<file path="src/rtl/traffic_pkg.sv">
// Shared lamp codes, phase encoding and round-robin direction picker for traffic_ctrl_multi.
package traffic_pkg;

    localparam logic [2:0] LAMP_RED    = 3'b000;
    localparam logic [2:0] LAMP_GREEN  = 3'b001;
    localparam logic [2:0] LAMP_YELLOW = 3'b010;
    localparam logic [2:0] LAMP_OFF    = 3'b011;

    typedef enum logic [1:0] {
        ALLRED = 2'd0,
        GREEN  = 2'd1,
        YELLOW = 2'd2,
        FLASH  = 2'd3
    } phase_t;

    // First direction after cur (wrapping, cur itself last) with demand; plain successor if none.
    function automatic logic [2:0] next_dir(input logic [2:0] cur, input logic [7:0] dem,
                                            input int num_dir);
        logic [2:0] pick;
        logic       found;
        int         idx;
        pick  = 3'((int'(cur) + 1) % num_dir);
        found = 1'b0;
        for (int k = 1; k <= 8; k++) begin
            if (k <= num_dir && !found) begin
                idx = (int'(cur) + k) % num_dir;
                if (dem[3'(idx)]) begin
                    pick  = 3'(idx);
                    found = 1'b1;
                end
            end
        end
        return pick;
    endfunction

endpackage

</file>
<file path="src/rtl/phase_timer.sv">
// Loadable down-counter shared by every dwell phase; it parks at zero until reloaded.
module phase_timer #(
    parameter int               CNT_W   = 8,
    parameter logic [CNT_W-1:0] RST_VAL = '0
) (
    input  logic             clk,
    input  logic             rst,
    input  logic             load,
    input  logic [CNT_W-1:0] load_val,
    input  logic             dec,
    output logic [CNT_W-1:0] cnt,
    output logic             zero
);

    always_ff @(posedge clk) begin
        if (rst)
            cnt <= RST_VAL;
        else if (load)
            cnt <= load_val;
        else if (dec && cnt != '0)
            cnt <= cnt - CNT_W'(1);
    end

    assign zero = (cnt == '0);

endmodule

</file>
<file path="src/rtl/traffic_ctrl_multi.sv">
// N-direction intersection controller: one shared phase FSM, per-direction 3-bit lamps.
// Define TRAFFIC_FLASH_EN to add the flash_mode input and the flashing-yellow FLASH phase.
module traffic_ctrl_multi
    import traffic_pkg::*;
#(
    parameter int NUM_DIR    = 2,
    parameter int CNT_W      = 8,
    parameter int GREEN_CYC  = 20,
    parameter int MIN_GREEN  = 5,
    parameter int YELLOW_CYC = 4,
`ifdef TRAFFIC_FLASH_EN
    parameter int FLASH_CYC  = 8,
`endif
    parameter int ALLRED_CYC = 2
) (
    input  logic                       clk,
    input  logic                       rst,
    input  logic                       en,
`ifdef TRAFFIC_FLASH_EN
    input  logic                       flash_mode,
`endif
    input  logic [NUM_DIR-1:0]         demand,
    output logic [3*NUM_DIR-1:0]       light,
    output logic [$clog2(NUM_DIR)-1:0] active_dir,
    output logic [1:0]                 phase
);

    localparam int DIR_W = $clog2(NUM_DIR);
    localparam logic [CNT_W-1:0] GREEN_LD  = CNT_W'(GREEN_CYC - 1);
    localparam logic [CNT_W-1:0] YELLOW_LD = CNT_W'(YELLOW_CYC - 1);
    localparam logic [CNT_W-1:0] ALLRED_LD = CNT_W'(ALLRED_CYC - 1);
    localparam logic [CNT_W-1:0] GAP_LIMIT = CNT_W'(GREEN_CYC - MIN_GREEN);
`ifdef TRAFFIC_FLASH_EN
    localparam logic [CNT_W-1:0] FLASH_LD  = CNT_W'(FLASH_CYC - 1);
`endif

    phase_t             state_q, state_d;
    logic [DIR_W-1:0]   dir_q, dir_d;
    logic               load;
    logic [CNT_W-1:0]   load_val;
    logic [CNT_W-1:0]   cnt;
    logic               zero;
    logic [NUM_DIR-1:0] own_mask;
    logic               other_any;
`ifdef TRAFFIC_FLASH_EN
    logic               flash_on_q, flash_on_d;
`endif

    phase_timer #(
        .CNT_W   (CNT_W),
        .RST_VAL (ALLRED_LD)
    ) u_timer (
        .clk      (clk),
        .rst      (rst),
        .load     (load),
        .load_val (load_val),
        .dec      (en && !load),
        .cnt      (cnt),
        .zero     (zero)
    );

    assign own_mask  = NUM_DIR'(1) << dir_q;
    assign other_any = |(demand & ~own_mask);

    always_ff @(posedge clk) begin
        if (rst) begin
            state_q    <= ALLRED;
            dir_q      <= DIR_W'(NUM_DIR - 1);
`ifdef TRAFFIC_FLASH_EN
            flash_on_q <= 1'b1;
`endif
        end else begin
            state_q    <= state_d;
            dir_q      <= dir_d;
`ifdef TRAFFIC_FLASH_EN
            flash_on_q <= flash_on_d;
`endif
        end
    end

    // With en low nothing loads or advances, so state, counter and direction all hold.
    always_comb begin
        state_d  = state_q;
        dir_d    = dir_q;
        load     = 1'b0;
        load_val = '0;
`ifdef TRAFFIC_FLASH_EN
        flash_on_d = flash_on_q;
`endif
        if (en) begin
`ifdef TRAFFIC_FLASH_EN
            if (flash_mode && state_q != FLASH) begin
                state_d    = FLASH;
                load       = 1'b1;
                load_val   = FLASH_LD;
                flash_on_d = 1'b1;
            end else begin
`else
            begin
`endif
                case (state_q)
                    ALLRED: begin
                        if (zero) begin
                            state_d  = GREEN;
                            dir_d    = DIR_W'(next_dir(3'(dir_q), 8'(demand), NUM_DIR));
                            load     = 1'b1;
                            load_val = GREEN_LD;
                        end
                    end
                    GREEN: begin
                        // Hold green past its dwell until someone else is actually waiting.
                        if (other_any && (zero || (cnt <= GAP_LIMIT && !demand[dir_q]))) begin
                            state_d  = YELLOW;
                            load     = 1'b1;
                            load_val = YELLOW_LD;
                        end
                    end
                    YELLOW: begin
                        if (zero) begin
                            state_d  = ALLRED;
                            load     = 1'b1;
                            load_val = ALLRED_LD;
                        end
                    end
`ifdef TRAFFIC_FLASH_EN
                    FLASH: begin
                        if (!flash_mode) begin
                            state_d  = ALLRED;
                            load     = 1'b1;
                            load_val = ALLRED_LD;
                        end else if (zero) begin
                            flash_on_d = !flash_on_q;
                            load       = 1'b1;
                            load_val   = FLASH_LD;
                        end
                    end
`endif
                    default: begin
                        state_d  = ALLRED;
                        load     = 1'b1;
                        load_val = ALLRED_LD;
                    end
                endcase
            end
        end
    end

    always_comb begin
        light = '0;
        for (int i = 0; i < NUM_DIR; i++) begin
            if (state_q == GREEN && dir_q == DIR_W'(i))
                light[3*i +: 3] = LAMP_GREEN;
            else if (state_q == YELLOW && dir_q == DIR_W'(i))
                light[3*i +: 3] = LAMP_YELLOW;
`ifdef TRAFFIC_FLASH_EN
            else if (state_q == FLASH)
                light[3*i +: 3] = flash_on_q ? LAMP_YELLOW : LAMP_OFF;
`endif
            else
                light[3*i +: 3] = LAMP_RED;
        end
    end

    assign active_dir = dir_q;
    assign phase      = state_q;

endmodule

</file>
<file path="config.mk">
export PLATFORM = sky130hd
export DESIGN_NAME = traffic_ctrl_multi
export DESIGN_NICKNAME = d
export VERILOG_FILES = /design/src/rtl/traffic_pkg.sv /design/src/rtl/phase_timer.sv /design/src/rtl/traffic_ctrl_multi.sv
export SDC_FILE = /design/constraint.sdc
export NUM_CORES = 1
export LEC_CHECK = 0
export CORE_MARGIN = 10
export CORE_UTILIZATION = 47
export CTS_BUF_LIST = sky130_fd_sc_hd__clkbuf_4 sky130_fd_sc_hd__clkbuf_8
export CTS_CLUSTER_DIAMETER = 150
export DETAILED_ROUTE_END_ITERATION = 7
export GPL_ROUTABILITY_DRIVEN = 1
export PLACE_DENSITY = 0.88
export SETUP_SLACK_MARGIN = 0.02
export SYNTH_ARGS = -nofsm -noshare
export SYNTH_HDL_FRONTEND = slang
export SYNTH_SLANG_ARGS = --single-unit
export TNS_END_PERCENT = 5
</file>
<file path="constraint.sdc">
create_clock -name clk -period 1.9 [get_ports clk]
set_input_delay 0.38 -clock clk [delete_from_list [all_inputs] [get_ports clk]]
set_output_delay 0.38 -clock clk [all_outputs]
set_load 0.02 [all_outputs]
</file>
=== Word level (Yosys, flattened, before mapping) ===
Cells that the tools add are included.

* Add/sub/neg operators: 3
* Order comparisons: 4
* Equal/unequal tests: 5
* Shifts and indexed selects: 1
* Muxes and demuxes: 33
* Bitwise logic cells: 5
* Reduce and logical (&&, ||, !) cells: 19

{| class="wikitable"
|+ Operators by type and width
! kind !! number
|-
| $mux W8 || 3
|-
| $pmux W8 S3 || 1
|-
| $mux W1 || 16
|-
| $mux W2 || 8
|-
| $lt A2 B5 Y1 const B || 2
|-
| $le A8 B4 Y1 const B || 1
|-
| $logic_and A1 B1 Y1 || 8
|-
| $logic_not A8 Y1 || 1
|-
| $reduce_bool A8 Y1 || 1
|-
| $sub A8 B1 Y8 const B || 1
|-
| $ne A2 B2 Y1 const B || 3
|-
| $pmux W2 S3 || 1
|-
| $mux W5 || 1
|-
| $bmux W1 S2 || 2
|-
| $reduce_and A4 Y1 || 1
|-
| $reduce_or A2 Y1 || 2
|-
| $reduce_and A3 Y1 || 1
|-
| $add A1 B1 Y1 const B || 2
|-
| $and A1 B1 Y1 const A || 2
|-
| $and A2 B2 Y2 || 1
|-
| $eq A2 B1 Y1 const B || 1
|-
| $eq A2 B2 Y1 const B || 1
|-
| $logic_not A1 Y1 || 2
|-
| $logic_not A2 Y1 || 1
|-
| 7 further kinds || 7
|}

* Bits in registers: 11
* Input bits: 5
* Output and inout port bits: 9
* Logic and storage cells: 73

=== Logic depth before layout (Yosys ltp) ===
* Word-level depth: 14
* Depth in mapped cells: 7
* Depth with buffers taken out: 7

=== Hierarchy ===
A second synthesis with hierarchy kept.

* Cell total of the unflattened synthesis: 100
* Area total of the unflattened synthesis: 807.0 um^2

{| class="wikitable"
|+ By module, submodules not included
! module !! times used !! cells each !! area each (um^2) !! seq. area each (um^2)
|-
| phase_timer || 1 || 60 || 514.2 || 160.2
|-
| traffic_ctrl_multi || 1 || 40 || 292.8 || 60.1
|}

=== Least setup slack after synthesis ===
OpenSTA, ideal clock, no wires.

* Kind: reg2reg
* Start point: reg dir_q, in the netlist active_dir
* End point: reg u_timer.cnt[4]
* Setup time: 120 ps
* Arrival time: 1,923 ps
* Data required time: 1,780 ps
* Path slack: -143 ps
* Cell stages (with the launch flop): 7
* Path buffers: 1
* Clock period less this slack: 2,043 ps
* Cells stage by stage: dfxtp_1 -> clkbuf_1 -> mux2_2 -> o41a_4 -> and4_4 -> a22o_1 -> o21bai_1

* Word-level cells in the longest chain between the ends: 13
* Elaborated cells between the ends (all ways): 18
* Classes of those cells: shift (1); mux (6); bitwise (2); reduce/logical (9)

{| class="wikitable"
|+ RTL lines
! item !! line !! RTL
|-
| from (decl) || traffic_ctrl_multi.sv:38 || <nowiki>logic [DIR_W-1:0] dir_q, dir_d;</nowiki>
|-
| from (signal assigned) || traffic_ctrl_multi.sv:68 || <nowiki>dir_q <= DIR_W'(NUM_DIR - 1);</nowiki>
|-
| from (signal assigned) || traffic_ctrl_multi.sv:74 || <nowiki>dir_q <= dir_d;</nowiki>
|-
| $mux W1 (implied by the code) (2 in a row) || traffic_ctrl_multi.sv:112 || <nowiki>if (other_any && (zero || (cnt <= GAP_LIMIT && !demand[dir_q]))) begin</nowiki>
|-
| $logic_not A1 Y1 || traffic_ctrl_multi.sv:112 ||
|-
| $logic_and A1 B1 Y1 || traffic_ctrl_multi.sv:112 ||
|-
| $logic_or A1 B1 Y1 || traffic_ctrl_multi.sv:112 ||
|-
| $logic_and A1 B1 Y1 (*) || traffic_ctrl_multi.sv:112 ||
|-
| $mux W1 (*) || traffic_ctrl_multi.sv:112 ||
|-
| $pmux W1 S2 (*) || traffic_ctrl_multi.sv:101 || <nowiki>case (state_q)</nowiki>
|-
| $mux W1 (*) || traffic_ctrl_multi.sv:90 || <nowiki>if (en) begin</nowiki>
|-
| $logic_not A1 Y1 || traffic_ctrl_multi.sv:57 || <nowiki>.dec (en && !load),</nowiki>
|-
| $logic_and A1 B1 Y1 || traffic_ctrl_multi.sv:57 ||
|-
| $logic_and A1 B1 Y1 || phase_timer.sv:20 || <nowiki>else if (dec && cnt != '0)</nowiki>
|-
| $reduce_bool A2 Y1 (no line) || -- ||
|-
| to (signal assigned) || phase_timer.sv:19 || <nowiki>cnt <= load_val;</nowiki>
|-
| to (signal assigned) || phase_timer.sv:21 || <nowiki>cnt <= cnt - CNT_W'(1);</nowiki>
|-
| to (decl) || phase_timer.sv:11 || <nowiki>output logic [CNT_W-1:0] cnt,</nowiki>
|}

Mark *: on every way between the ends. The rest lies on a longest branch, timed or not. The select of a mux whose other input is x is not followed.
A chain may end at the register's enable or synchronous reset.

=== Worst setup path after layout ===
* Start point: reg u_timer.cnt[4]
* End point: reg u_timer.cnt[4]

* Word-level cells in the longest chain between the ends: 11
* Elaborated cells between the ends (all ways): 20
* Classes of those cells: add/sub (1); order compare (1); mux (9); reduce/logical (9)

{| class="wikitable"
|+ RTL lines
! item !! line
|-
| $le A8 B4 Y1 || traffic_ctrl_multi.sv:112
|-
| $logic_and A1 B1 Y1 || traffic_ctrl_multi.sv:112
|-
| $logic_or A1 B1 Y1 || traffic_ctrl_multi.sv:112
|-
| $logic_and A1 B1 Y1 || traffic_ctrl_multi.sv:112
|-
| $mux W1 || traffic_ctrl_multi.sv:112
|-
| $pmux W1 S2 || traffic_ctrl_multi.sv:101
|-
| $mux W1 || traffic_ctrl_multi.sv:90
|-
| $logic_not A1 Y1 || traffic_ctrl_multi.sv:57
|-
| $logic_and A1 B1 Y1 || traffic_ctrl_multi.sv:57
|-
| $logic_and A1 B1 Y1 || phase_timer.sv:20
|-
| $reduce_bool A2 Y1 (no line) || --
|}

Parallel ways exist; a longest one is shown, timed or not. The select of a mux whose other input is x is not followed.

==> results_dict.tcl <==
set metrics [dict create \
    drive_gt1_share_pct 37.4 \
    syn-cell-area_um2 704 \
    min-delay-path-class "register to register" \
    dp_hpwl_mm 1.53 \
    rsz0062_at_grt "true" \
    dieArea_um2 3450 \
    die_width_um 58.7 \
    cts_buffers 3 \
    layout_min_cycle_time_ps 1990 \
    crit_type "register to register" \
    fin_worst_skew_ps 0.483 \
    diodes 0 \
    cap_violations 0 \
    drtPass1Iterations 4 \
    start_util_pct 52.2 \
    route.detailed.drc 0 \
    detail-route-antenna-nets 0 \
    finalWirelength_mm 2.07 \
    slew_viol_final 0 \
    path_delay_family "compound AO/OA/AOI/OAI gates" \
    cp_slowest_cell "or4_4" \
    gp_routability_congestion 0.795 \
    status "complete, but fails checks" \
    path_cells "or4_4 -> o41a_4 -> and4_4 -> a22o_1 -> o21bai_1" \
    p_total_w 0.000780 \
    root_buffer "clkbuf_4" \
    ys_warn_count 0 \
    cp.arrival_ps 2150 \
    vias 734 \
    finalHoldViolCount 0 \
    ys_seq_area_share_pct 31.3 \
    ys_ff_latch 11 \
    synthDistinctLibCells 39 \
    finalSetupViolCount 2 \
    synth-edff-count 0 \
    hold_ws_ps 595 \
    grtUsageTotal_pct 11.6 \
    finalCritPeriodShare_pct 105 \
    cts.clk_slew.worst_paths_ps 60 \
    grt_pass1_vias 691 \
    power_density_nw_per_um2 729 \
    final_common_cell "buf_4" \
    cts_tree "done" \
    worst_path_largest_cell_delay_ps 590 \
    violations "negative setup slack" \
    required_ps 2060 \
    grt_max_degree 10 \
    h-tree-depth 1 \
    timing.fmax_ghz 0.502 \
    crit_fanout 9 \
    crit_buf_inv 0 \
    area_growth_pct 51.9 \
    viasPerCell 5.65 \
    cp-end-kind "register" \
    syn_avg_cell_area_um2 8.59 \
    async_reset_ff_share_pct 0 \
    netlist_instances 82 \
    cts.hold.buffers_added 0 \
    startpoint_type "register" \
    ios 14 \
    wl_per_cell_um 16.0 \
    antenna_found_initial 0 \
    grt_pass1_wl_mm 3.16 \
    clk_latency_ps 270 \
    fillers 89 \
    peakVddDrop_mv 0.652 \
    grt_overflow 0 \
    fin_nets 123 \
    fp.dieH_um 58.7 \
    final_cell_mix "21 x buf_4, 9 x nor2_1, 8 x dfxtp_1" \
    rows 13 \
    fp.coreArea_um2 1350 \
    clockBufferDepth 2 \
    p_leak_nw 0.492 \
    cts.sinks 11 \
    synthFlopType "dfxtp_1" \
    drt_iter0_markers 15 \
    worst_slack_ps -90.5 \
    io_buffers 11 \
]
[what timing repair did]
action                     CTS  global route
resized for setup            7             9
cloned                       0             0
pin swaps                    1             5
setup endpoints to repair   11            12
buffers inserted             0             2
[tightest hold or removal path, delay by kind of cell (launching register included)]
family	cells	cell delay, ps
simple gates	1	80
flops	1	390
xor+xnor	1	100
[sequential cells by signal, summed over array words and instances, names as in the netlist]
name	flops
u_timer.cnt	8
phase	2
active_dir	1
[logic make-up after synthesis]
| logic type | synth area share (%) |
|---|---|
| compound gates | 21.1 |
| xor+xnor | 4.97 |
| fa+ha+maj | 3.55 |
| buf+inv | 5.86 |
| flops | 31.3 |
| mux | 3.02 |
| other cells | 0.532 |
| simple gates | 29.7 |
[power breakdown]
group	total, W	leakage (nW)	switching (W)	internal, W
sequential	0.000277	0.0898	0.0000216	0.000256
combinational	0.000329	0.384	0.000164	0.000165
clock	0.000173	0.0184	0.0000775	0.0000958
total	0.000780	0.492	0.000264	0.000516
[layer usage]
layer	global-route usage [%]	up-vias	part of all wire (%)
met5	0	-	0
met4	4.26	0	4.7
met3	5.36	10	7.4
met2	20.6	28	52
met1	11.5	332	36
li1	-	364	-
[through the flow]
stage               cells  utilization [%]  setup TNS [ps]  setup slack, ps  instance area [um^2]
global placement      124             71.9           -1100             -244                   971
CTS                   128             74.8            -216            -84.8                  1010
floorplan              83                -           -5.62            -5.62                   732
detailed placement    124             71.9           -1850             -281                   971
finish                130             79.2            -136            -90.5                  1070
global route          130             79.2            -448             -146                  1070
[cells in the mapped netlist (2+ instances only)]
cell / n / area (um^2)
a21oi_1: 3 / 15.0
xor2_1: 4 / 35.0
nor2_1: 10 / 37.5
dfxtp_1: 11 / 220
clkbuf_1: 2 / 7.51
ha_1: 2 / 25.0
buf_4: 2 / 15.0
o21ai_0: 4 / 20.0
nor2b_1: 2 / 12.5
nor3_1: 2 / 10.0
nand2_1: 6 / 22.5
o21bai_1: 2 / 15.0
a311oi_1: 2 / 17.5
inv_1: 5 / 18.8
[worst paths after layout]
| kind | from | endpoint | slack, ps | depth (start not counted) |
|---|---|---|---|---|
| hold reg to reg | u_timer.cnt[3] | u_timer.cnt[3] | 590 | 2 |
| setup reg to reg | u_timer.cnt[4] | u_timer.cnt[4] | -90 | 5 |
| setup / recovery | u_timer.cnt[4] | u_timer.cnt[4] | -90 | 5 |
| hold / removal | u_timer.cnt[3] | u_timer.cnt[3] | 590 | 2 |
[cell type report]
type | instances | area [um^2] | area share [%]
timing repair buffer | 32 | 268 | 25.0
inverter | 5 | 18.8 | 1.75
clock buffer | 4 | 30.0 | 2.81
tap | 15 | 18.8 | 1.75
sequential | 11 | 226 | 21.2
multi-input combinational | 63 | 508 | 47.5
Note: power is estimated with default switching activity, not from simulation.
